## config.mk

```make
export PLATFORM = sky130hd
export DESIGN_NAME = serial_subtractor_flat
export DESIGN_NICKNAME = d
export VERILOG_FILES = /design/src/rtl/serial_subtractor_pkg.sv /design/src/rtl/serial_subtractor_if.sv /design/src/rtl/serial_subtractor_digit.sv /design/src/rtl/serial_subtractor.sv /design/src/flat_wrapper.sv
export SDC_FILE = /design/constraint.sdc
export NUM_CORES = 1
export LEC_CHECK = 0
export ABC_AREA = 1
export CORE_ASPECT_RATIO = 1.75
export CORE_UTILIZATION = 44
export DETAILED_ROUTE_END_ITERATION = 10
export DONT_BUFFER_PORTS = 1
export PLACE_DENSITY_LB_ADDON = 0.25
export SLEW_MARGIN = 20
export SYNTH_ARGS = -nofsm -noshare
export SYNTH_HDL_FRONTEND = slang
export SYNTH_SLANG_ARGS = --single-unit
export TNS_END_PERCENT = 100
```

## constraint.sdc

```tcl
create_clock -name Clk -period 2.6 [get_ports Clk]
set_input_delay 0.39 -clock Clk [delete_from_list [all_inputs] [get_ports Clk]]
set_output_delay 0.39 -clock Clk [all_outputs]
set_load 0.05 [all_outputs]
```

## src/rtl/serial_subtractor_pkg.sv

```systemverilog
// Shared types and sizing helpers for the digit-serial subtractor.
package sub_pkg;

  typedef enum logic [1:0] {IDLE, RUN, DONE} sub_state_t;

  localparam int DEF_WIDTH = 16;
  localparam int DEF_DIGIT = 4;

  function automatic int slice_count(input int width, input int digit);
    return width / digit;
  endfunction

  // A one-slice configuration still needs a 1-bit counter.
  function automatic int cnt_bits(input int n);
    return (n > 1) ? $clog2(n) : 1;
  endfunction

endpackage

```

## src/rtl/serial_subtractor_if.sv

```systemverilog
// Start/Busy/Done handshake plus operand and result buses.
interface serial_subtractor_if #(
  parameter int WIDTH = 16
);
  logic             Start;
  logic [WIDTH-1:0] A;
  logic [WIDTH-1:0] B;
  logic             Bin;
  logic             Busy;
  logic             Done;
  logic [WIDTH-1:0] D;
  logic             Bout;

  modport master (
    output Start, A, B, Bin,
    input  Busy, Done, D, Bout
  );

  modport slave (
    input  Start, A, B, Bin,
    output Busy, Done, D, Bout
  );
endinterface

```

## src/rtl/serial_subtractor_digit.sv

```systemverilog
// One DIGIT-bit ripple slice: {bout, diff} = a - b - bin.
module digit_subtractor #(
  parameter int DIGIT = 4
) (
  input  logic [DIGIT-1:0] a,
  input  logic [DIGIT-1:0] b,
  input  logic             bin,
  output logic [DIGIT-1:0] diff,
  output logic             bout
);
  // The extra MSB of the widened difference goes to 1 exactly when the slice underflows.
  assign {bout, diff} = {1'b0, a} - {1'b0, b} - {{DIGIT{1'b0}}, bin};
endmodule

```

## src/rtl/serial_subtractor.sv

```systemverilog
// Digit-serial subtractor: {Bout,D} = A - B - Bin, one DIGIT slice per clock, LSB first.
import sub_pkg::*;

module serial_subtractor #(
  parameter int WIDTH = DEF_WIDTH,
  parameter int DIGIT = DEF_DIGIT
) (
  input logic                Clk,
  input logic                Reset_n,
  serial_subtractor_if.slave bus
);
  localparam int N  = slice_count(WIDTH, DIGIT);
  localparam int CW = cnt_bits(N);

  if (WIDTH % DIGIT != 0) begin : g_bad_digit
    $error("serial_subtractor: WIDTH must be a multiple of DIGIT");
  end

  sub_state_t         state_q, state_d;
  logic               accept;
  logic               last;
  logic [CW-1:0]      cnt_q;
  logic [WIDTH-1:0]   a_q, b_q;
  logic               borrow_q;
  logic [WIDTH-DIGIT-1:0] res_q;
  logic [WIDTH-1:0]   res_next;
  logic [WIDTH-1:0]   d_q;
  logic               bout_q;
  logic [DIGIT-1:0]   slice;
  logic               slice_bout;

  digit_subtractor #(.DIGIT(DIGIT)) u_digit (
    .a    (a_q[DIGIT-1:0]),
    .b    (b_q[DIGIT-1:0]),
    .bin  (borrow_q),
    .diff (slice),
    .bout (slice_bout)
  );

  assign last     = (cnt_q == CW'(N - 1));
  assign res_next = {slice, res_q};

  always_comb begin
    state_d = state_q;
    accept  = 1'b0;
    case (state_q)
      IDLE: begin
        if (bus.Start) begin
          accept  = 1'b1;
          state_d = RUN;
        end
      end
      RUN: begin
        if (last) state_d = DONE;
      end
      DONE: begin
        // A Start in the DONE cycle chains straight into the next operation.
        if (bus.Start) begin
          accept  = 1'b1;
          state_d = RUN;
        end else begin
          state_d = IDLE;
        end
      end
      default: state_d = IDLE;
    endcase
  end

  always_ff @(posedge Clk or negedge Reset_n) begin
    if (!Reset_n) state_q <= IDLE;
    else          state_q <= state_d;
  end

  always_ff @(posedge Clk or negedge Reset_n) begin
    if (!Reset_n) begin
      a_q      <= '0;
      b_q      <= '0;
      borrow_q <= 1'b0;
      cnt_q    <= '0;
      res_q    <= '0;
      d_q      <= '0;
      bout_q   <= 1'b0;
    end else if (accept) begin
      a_q      <= bus.A;
      b_q      <= bus.B;
      borrow_q <= bus.Bin;
      cnt_q    <= '0;
      res_q    <= '0;
    end else if (state_q == RUN) begin
      a_q      <= a_q >> DIGIT;
      b_q      <= b_q >> DIGIT;
      borrow_q <= slice_bout;
      cnt_q    <= cnt_q + CW'(1);
      res_q    <= res_next[WIDTH-1:DIGIT];
      // Visible result only updates once the whole word is assembled.
      if (last) begin
        d_q    <= res_next;
        bout_q <= slice_bout;
      end
    end
  end

  assign bus.Busy = (state_q == RUN);
  assign bus.Done = (state_q == DONE);
  assign bus.D    = d_q;
  assign bus.Bout = bout_q;

endmodule

```

## src/flat_wrapper.sv

```systemverilog
// flat-port wrapper written by rule: the top's interface ports become plain ports
module serial_subtractor_flat 
#(
  parameter int WIDTH = DEF_WIDTH,
  parameter int DIGIT = DEF_DIGIT
)
  (Clk, Reset_n, bus_Start, bus_A, bus_B, bus_Bin, bus_Busy, bus_Done, bus_D, bus_Bout);
  serial_subtractor_if #(.WIDTH(WIDTH)) bus_i ();
  input logic Clk;
  input logic Reset_n;
  input wire logic [$bits(bus_i.Start)-1:0] bus_Start;
  input wire logic [$bits(bus_i.A)-1:0] bus_A;
  input wire logic [$bits(bus_i.B)-1:0] bus_B;
  input wire logic [$bits(bus_i.Bin)-1:0] bus_Bin;
  output wire logic [$bits(bus_i.Busy)-1:0] bus_Busy;
  output wire logic [$bits(bus_i.Done)-1:0] bus_Done;
  output wire logic [$bits(bus_i.D)-1:0] bus_D;
  output wire logic [$bits(bus_i.Bout)-1:0] bus_Bout;
  assign bus_i.Start = bus_Start;
  assign bus_i.A = bus_A;
  assign bus_i.B = bus_B;
  assign bus_i.Bin = bus_Bin;
  assign bus_Busy = bus_i.Busy;
  assign bus_Done = bus_i.Done;
  assign bus_D = bus_i.D;
  assign bus_Bout = bus_i.Bout;
  serial_subtractor #(.WIDTH(WIDTH), .DIGIT(DIGIT)) u_core (.Clk(Clk), .Reset_n(Reset_n), .bus(bus_i));
endmodule
```

==> reports/results.tsv, run 1 <==
stage	metric	value	unit
sta	RSZ-0062 raised after global routing	false	
finish	Fill cells	621	
floorplan	# rows	39	
global_route	vias in the first global route	2167	
floorplan	core area	6539	um^2
route	Vias/cell	5.200	
power	Internal	3041	uW
setup_path	Worst EP arrival	2.63	ns
yosys	number of distinct library cells after synthesis	25	
sta	Final min period	2.416	ns
setup_path	Worst Reg-to-Reg Cells	12	
floorplan	Die Area	7146	um^2
yosys	share of the yosys chip area belonging to registers	55.21	%
yosys	EDFF count, synth	0	
global_route	Total GRT Usage	18.87	%
clock_network	worst skew pair latency	0.33	ns
power	P_sw	2404	uW
finish	Final Util	51.38	%
clock_network	CTS tree	yes	
power	Overall Power	5445	uW
route	DR iter-0 viols	143	
sta	final setup violation count	0	
clock_network	total clock sinks	66	
setup_path	Reg2Reg Launch Point	u_core.borrow_q$_DFFE_PN0P_	
setup_path	critical path buffer and inverter count	3	
sta	number of hold violations in the final report	0	
worst_hold_path	worst hold path type	input pin to register	
power	Comb power frac	36.5	%
yosys	synthesized instance count	314	
sta	highest achievable clock rate	413.9	MHz
placed_design	DPL Wire Length	3674	um
yosys	synth cell count leaders	115 x nand2_1, 66 x dfrtp_1, 34 x inv_1, 17 x nand3_1, 13 x o21ai_2	
sta	actual slew at the worst max-slew pin	0.5239	ns
setup_path	Crit Reg-Reg Endpoint	u_core.borrow_q$_DFFE_PN0P_	
setup_path	CP Class	register to register	
flow_run	Max-Cap Viols	0	
clock_network	root buffer cell	clkbuf_16	
route	Residual DRC	0	
clock_network	postcts setup bufs	0	
yosys	Synth area leaders	dfrtp_1 55%, nand2_1 14%, inv_1 4.3%	
sta	skew final	0.005230	ns
power	Seq pwr share	39.6	%
finish	ant diodes	0	
route	final WL	5850	um
yosys	FFs w/ async S/R, synth	100.0	%
setup_path	CP Max Fanout	2	
global_route	largest net degree at the start of global routing	67	
finish	Finished Cell Area	3359	um^2
setup_path	CP Cell Sequence	inv_1, fa_1, inv_1, ha_1, or2_2, fa_2, inv_1, nand2_1, nand2_1, nand3_1, nand3_1, nand2_1	
yosys	Syn. warnings	0	
yosys	Synth top area share	55.21	%
global_route	initial antenna violation count	0	
clock_network	CTS Buf Count	9	
global_route	Overflow after GRT	0	
placed_design	GP Congestion	0.8430	
clock_network	clock-pin slew on the worst setup and hold paths	0.05	ns
route	detailed-route via count	2085	
setup_path	Setup crit start	u_core.borrow_q$_DFFE_PN0P_	
yosys	cell taking the most area after synthesis	dfrtp_1	
sta	max_slew headroom	65.02	%
power	Sw Share	44.16	%
setup_path	R2R setup slack	0.18	ns
outcome	outcome	complete, no violations	
power	Leak Pwr	0.001664	uW
setup_path	Critical Path Max Stage Delay	0.57	ns
setup_path	Worst path top cell family by delay	adder cells	
setup_path	crit path capture	u_core.borrow_q$_DFFE_PN0P_	
route	WL/cell	14.59	um
power	Pwr Density	1621	nW/um^2
global_route	first-pass GRT wire length	10140	um
yosys	most common cell in the netlist	nand2_1	
sta	WHS	0.1804	ns
power	clock share of power	23.9	%
setup_path	Startpoint Class	register	
route	DRT Pass-1 Iters	4	
placed_design	Buffers on Ports	0	
clock_network	Clock Path Buffers	2	
floorplan	die span in x	64.33	um
finish	area delta synth->final	12.30	%
yosys	Synth Flop Type	dfrtp_1	
route	Final ANT Viol Nets	0	
power	Max IR drop VDD	0.0006350	V
setup_path	Crit. path cell count	12	
sta	Slew Limit Fails	0	
setup_path	Crit path required time	2.81	ns
yosys	syn_nets	359	
floorplan	initial core utilization	45.75	%
placed_design	DP Area	2992	um^2
finish	final layout net count	360	
finish	area of the multi-input gates	1079	um^2
yosys	Syn Area/Cell	9.527	um^2
finish	layout cell share with drive strength beyond 1	15.36	%
sta	setup TNS	0	ns
sta	Period Utilization, post-route	92.92	%
setup_path	CP endpoint kind	register	
yosys	synthesized cell area	2992	um^2
floorplan	Ports	55	
floorplan	Vert. Die Dim	111.1	um
setup_path	slowest cell on the critical path	fa_1	
finish	Reg area	1652	um^2
yosys	synthesized flop and latch total	66	
clock_network	H-Tree Depth	3	
-- power groups by stage --
stage                     sequential (uW)  clock, uW  combinational, uW
final                                2150       1300               1990
after global routing                 2200       1370               2330
after CTS                            2160       1320               2010
after detailed placement             2170          0               1960
after global placement               2150          0               1880
after floorplan                      2100          0               1720
-- stage by stage --
stage | std cells | setup slack (ns)
detailed placement | 384 | 0.2091
finish | 401 | 0.1840
floorplan | 314 | 0.3545
CTS | 401 | 0.1548
global placement | 384 | 0.2781
global route | 401 | 0.05584
-- layout by cell type, fill, tap and decap left out, types with 2 or more instances in the layout --
cell        Yosys  final
o22ai_1         9      9
o211ai_2        7      7
nand2_2         2      2
nand3_1        17     17
dfrtp_1        66     66
bufinv_16       0      2
inv_1          34     34
clkinvlp_4      0      2
nor2_1          3      3
o21ai_2        13     13
nand2_1       115    115
clkbuf_16       0      9
inv_2           2      2
clkbuf_8        0      2
nand2_4         4      4
o21ai_1         3      3
o21ai_0         5      5
ha_1            7      7
o211ai_1        6      6
-- cell type report --
type                    count  area share, %
flip-flops and latches     66          49.16
multi-input cells         196          32.10
clock buffers              11          7.523
inverters                  39          4.581
well taps                  82          3.054
clock inverters             4          2.235
repair buffers              3          1.341
-- flip-flops by register name, summed over array words and instances (netlist names) --
register	cells
u_core.a_q	16
u_core.b_q	16
u_core.bus.D	16
u_core.res_q	12
u_core.cnt_q	2
u_core.state_q	2
u_core.borrow_q	1
u_core.bus.Bout	1
-- worst min path at each step --
stage,start,end,slack [ns],cells after the start
3_3_place_gp,Reset_n,u_core.bus.D[8]$_DFFE_PN0P_,0.1,0
3_5_place_dp,Reset_n,u_core.bus.D[4]$_DFFE_PN0P_,0.1,0
6_report,bus_A[15],u_core.a_q[15]$_DFFE_PN0P_,0.18,2
5_1_grt,bus_A[15],u_core.a_q[15]$_DFFE_PN0P_,0.18,2
2_1_floorplan,Reset_n,u_core.a_q[0]$_DFFE_PN0P_,0.09,0
4_1_cts,bus_A[15],u_core.a_q[15]$_DFFE_PN0P_,0.17,2
-- logic make-up after synthesis --
logic type	after synthesis	share of synthesized area, %
AOI/OAI and AO/OA	44	11.63
xor gates and xnor gates	1	0.2928
adders and majority gates	9	4.266
buffers and inverters	52	8.825
DFF	66	55.21
and+or+nand+nor	142	19.78
-- repair_timing --
action | in CTS | in global routing
setup endpoints to repair | 0 | 2
hold buffers | 2 | 0
hold endpoints to repair | 66 | 0
gates resized for setup | 0 | 1
-- per-layer routing --
| metal | global-route usage (%) | vias to the layer above | wire length [um] |
|---|---|---|---|
| li1 | - | 998 | - |
| met1 | 22.00 | 1003 | 2379 |
| met2 | 30.53 | 67 | 3009 |
| met3 | 3.395 | 17 | 295 |
| met4 | 13.33 | 0 | 166 |
| met5 | 0 | - | 0 |
Power figures use the tool's default switching activity.
==> run 2, diff against run 1 <==
CORE_MARGIN = 2   (was unset)
==> run 2 against run 1 <==
  * Final area fell by 1.2%
  * Largest cell class unchanged
  * Combinational power fell by 3%
  * Register-to-register slack improved by 0.06 ns
  * Sequential power barely moved
  * Sequential share of layout area rose by 0.59 points
  * Critical endpoint unchanged
  * Worst hold slack improved by 0.0051 ns
==> reports/results.tsv, run 2 (synthesis results as in run 1) <==
stage	metric	value	unit	change
outcome	outcome	complete, no violations		
clock_network	clock-pin slew on the worst setup and hold paths	0.05	ns	about the same
global_route	first-pass GRT wire length	9522	um	-6.1%
global_route	initial antenna violation count	0		unchanged
sta	number of hold violations in the final report	0		unchanged
clock_network	H-Tree Depth	3		unchanged
finish	ant diodes	0		unchanged
finish	Finished Cell Area	3319	um^2	-1.2%
setup_path	CP endpoint kind	register		
floorplan	initial core utilization	45.75	%	unchanged
floorplan	core area	6539	um^2	unchanged
clock_network	post-CTS sizing	0		unchanged
finish	Final Util	50.77	%	-0.61 points
finish	layout cell share with drive strength beyond 1	15.05	%	-0.31 points
sta	final setup violation count	0		unchanged
sta	skew final	0.005385	ns	+0.0001552 ns
route	detailed-route via count	2010		-3.6%
sta	max_slew headroom	63.94	%	-1.1 points
clock_network	total clock sinks	66		unchanged
floorplan	Vert. Die Dim	113.1	um	+1.8%
sta	actual slew at the worst max-slew pin	0.5402	ns	+0.01628 ns
clock_network	Clock Path Buffers	2		unchanged
sta	Period Utilization, post-route	90.72	%	-2.2 points
floorplan	Die Area	7501	um^2	+5.0%
placed_design	placed cell count	384		unchanged
route	WL/cell	14.00	um	-4.1%
placed_design	GP Congestion	0.8061		-4.4%
floorplan	die span in x	66.33	um	+3.1%
setup_path	Crit path required time	2.81	ns	about the same
global_route	largest net degree at the start of global routing	67		unchanged
sta	Slew Limit Fails	0		unchanged
clock_network	postcts setup bufs	0		unchanged
sta	highest achievable clock rate	424.0	MHz	+2.4%
global_route	vias in the first global route	2054		-5.2%
route	DRT Pass-1 Iters	4		unchanged
setup_path	Startpoint Class	register		
finish	most common cell after layout, fill and taps aside	nand2_1		
placed_design	DPL Wire Length	3668	um	-0.15%
floorplan	Ports	55		unchanged
sta	Final min period	2.359	ns	-0.05736 ns
setup_path	CP Class	register to register		
clock_network	CTS Buf Count	9		unchanged
global_route	Overflow after GRT	0		unchanged
route	final WL	5612	um	-4.1%
clock_network	CTS tree	yes		
finish	most frequent cells in the layout	115 x nand2_1, 66 x dfrtp_1, 34 x inv_1		
clock_network	worst skew pair latency	0.32	ns	about the same
floorplan	# rows	39		unchanged
finish	final layout net count	360		unchanged
route	Final ANT Viol Nets	0		unchanged
sta	WHS	0.1855	ns	+0.005058 ns
power	Leak Pwr	0.001659	uW	-0.33%
global_route	Total GRT Usage	16.99	%	-1.9 points
setup_path	Worst EP arrival	2.57	ns	-0.06 ns
power	Pwr Density	1569	nW/um^2	-3.2%
worst_hold_path	worst hold path type	input pin to register		
setup_path	CP Max Fanout	2		unchanged
flow_run	Max-Cap Viols	0		unchanged
route	Residual DRC	0		unchanged
route	Vias/cell	5.012		-3.6%
placed_design	Buffers on Ports	0		unchanged
sta	RSZ-0062 raised after global routing	false		
power	Max IR drop VDD	0.0006092	V	-4.1%
finish	Final Non-Filler Cells	401		unchanged
finish	area delta synth->final	10.96	%	
route	DR iter-0 viols	137		-4.2%
placed_design	DP Area	2992	um^2	unchanged
clock_network	root buffer cell	clkbuf_16		
sta	setup TNS	0	ns	unchanged
-- run 2: changes by cell type in the layout (fill, tap and decap cells not counted), sizes merged --
| cell | delta |
|---|---|
| bufinv | -2 |
| clkbuf | +2 |
| clkinv | +2 |
| clkinvlp | -2 |
-- run 2: final timing paths --
kind	from	end	slack, ns	cells after the start
worst max register to register	u_core.borrow_q$_DFFE_PN0P_	u_core.borrow_q$_DFFE_PN0P_	0.24	12
worst min register to register	u_core.a_q[15]$_DFFE_PN0P_	u_core.a_q[15]$_DFFE_PN0P_	0.47	2
min in group asynchronous	Reset_n	u_core.cnt_q[1]$_DFFE_PN0P_	0.60	2
worst min-delay path	bus_A[15]	u_core.a_q[15]$_DFFE_PN0P_	0.19	2
worst max-delay path	u_core.borrow_q$_DFFE_PN0P_	u_core.borrow_q$_DFFE_PN0P_	0.24	12
max in group asynchronous	Reset_n	u_core.b_q[1]$_DFFE_PN0P_	1.70	2
-- run 2: power by group --
part	total [uW]	leakage, uW	internal [uW]	switching [uW]
registers	2150	0.000838	1490	658
logic	1930	0.000673	660	1270
clock network	1130	0.000147	739	391
total	5210	0.00166	2890	2320
-- run 2: critical path, cell delays in order (launching register included) --
cell and delay (ns):
dfrtp_1 0.32, inv_1 0.06, fa_1 0.55, inv_1 0.04, ha_1 0.17, or2_2 0.28, fa_1 0.38, inv_1 0.06
nand2_1 0.05, nand2_1 0.08, nand3_1 0.09, nand3_1 0.10, nand2_1 0.05
-- run 2: repair_timing --
item                                   CTS  global route
hold buffers                             2             0
setup endpoints to repair                0             0
endpoints found under the hold margin   66             0
-- run 2: final cells by class --
| type | count | area, um^2 |
|---|---|---|
| multi-input combinational | 196 | 1076 |
| timing repair buffer | 3 | 45.04 |
| clock inverter | 2 | 10.01 |
| fill | 630 | 3219 |
| inverter | 39 | 153.9 |
| clock buffer | 13 | 280.3 |
| sequential | 66 | 1652 |
| tap | 82 | 102.6 |
-- run 2: routing by layer --
layer / up-vias / part of all wire, % / GRT usage, %
li1: 996 / - / -
met1: 948 / 40 / 18.96
met5: - / 0 / 0
met3: 11 / 5.4 / 4.871
met4: 0 / 2.2 / 8.435
met2: 55 / 52 / 28.87
-- run 2: stage by stage --
step	total power (uW)	setup slack [ns]
2_1_floorplan	3821	0.3545
3_3_place_gp	4038	0.2780
3_5_place_dp	4122	0.2355
4_1_cts	5296	0.2259
5_1_grt	5662	0.02212
6_report	5207	0.2413
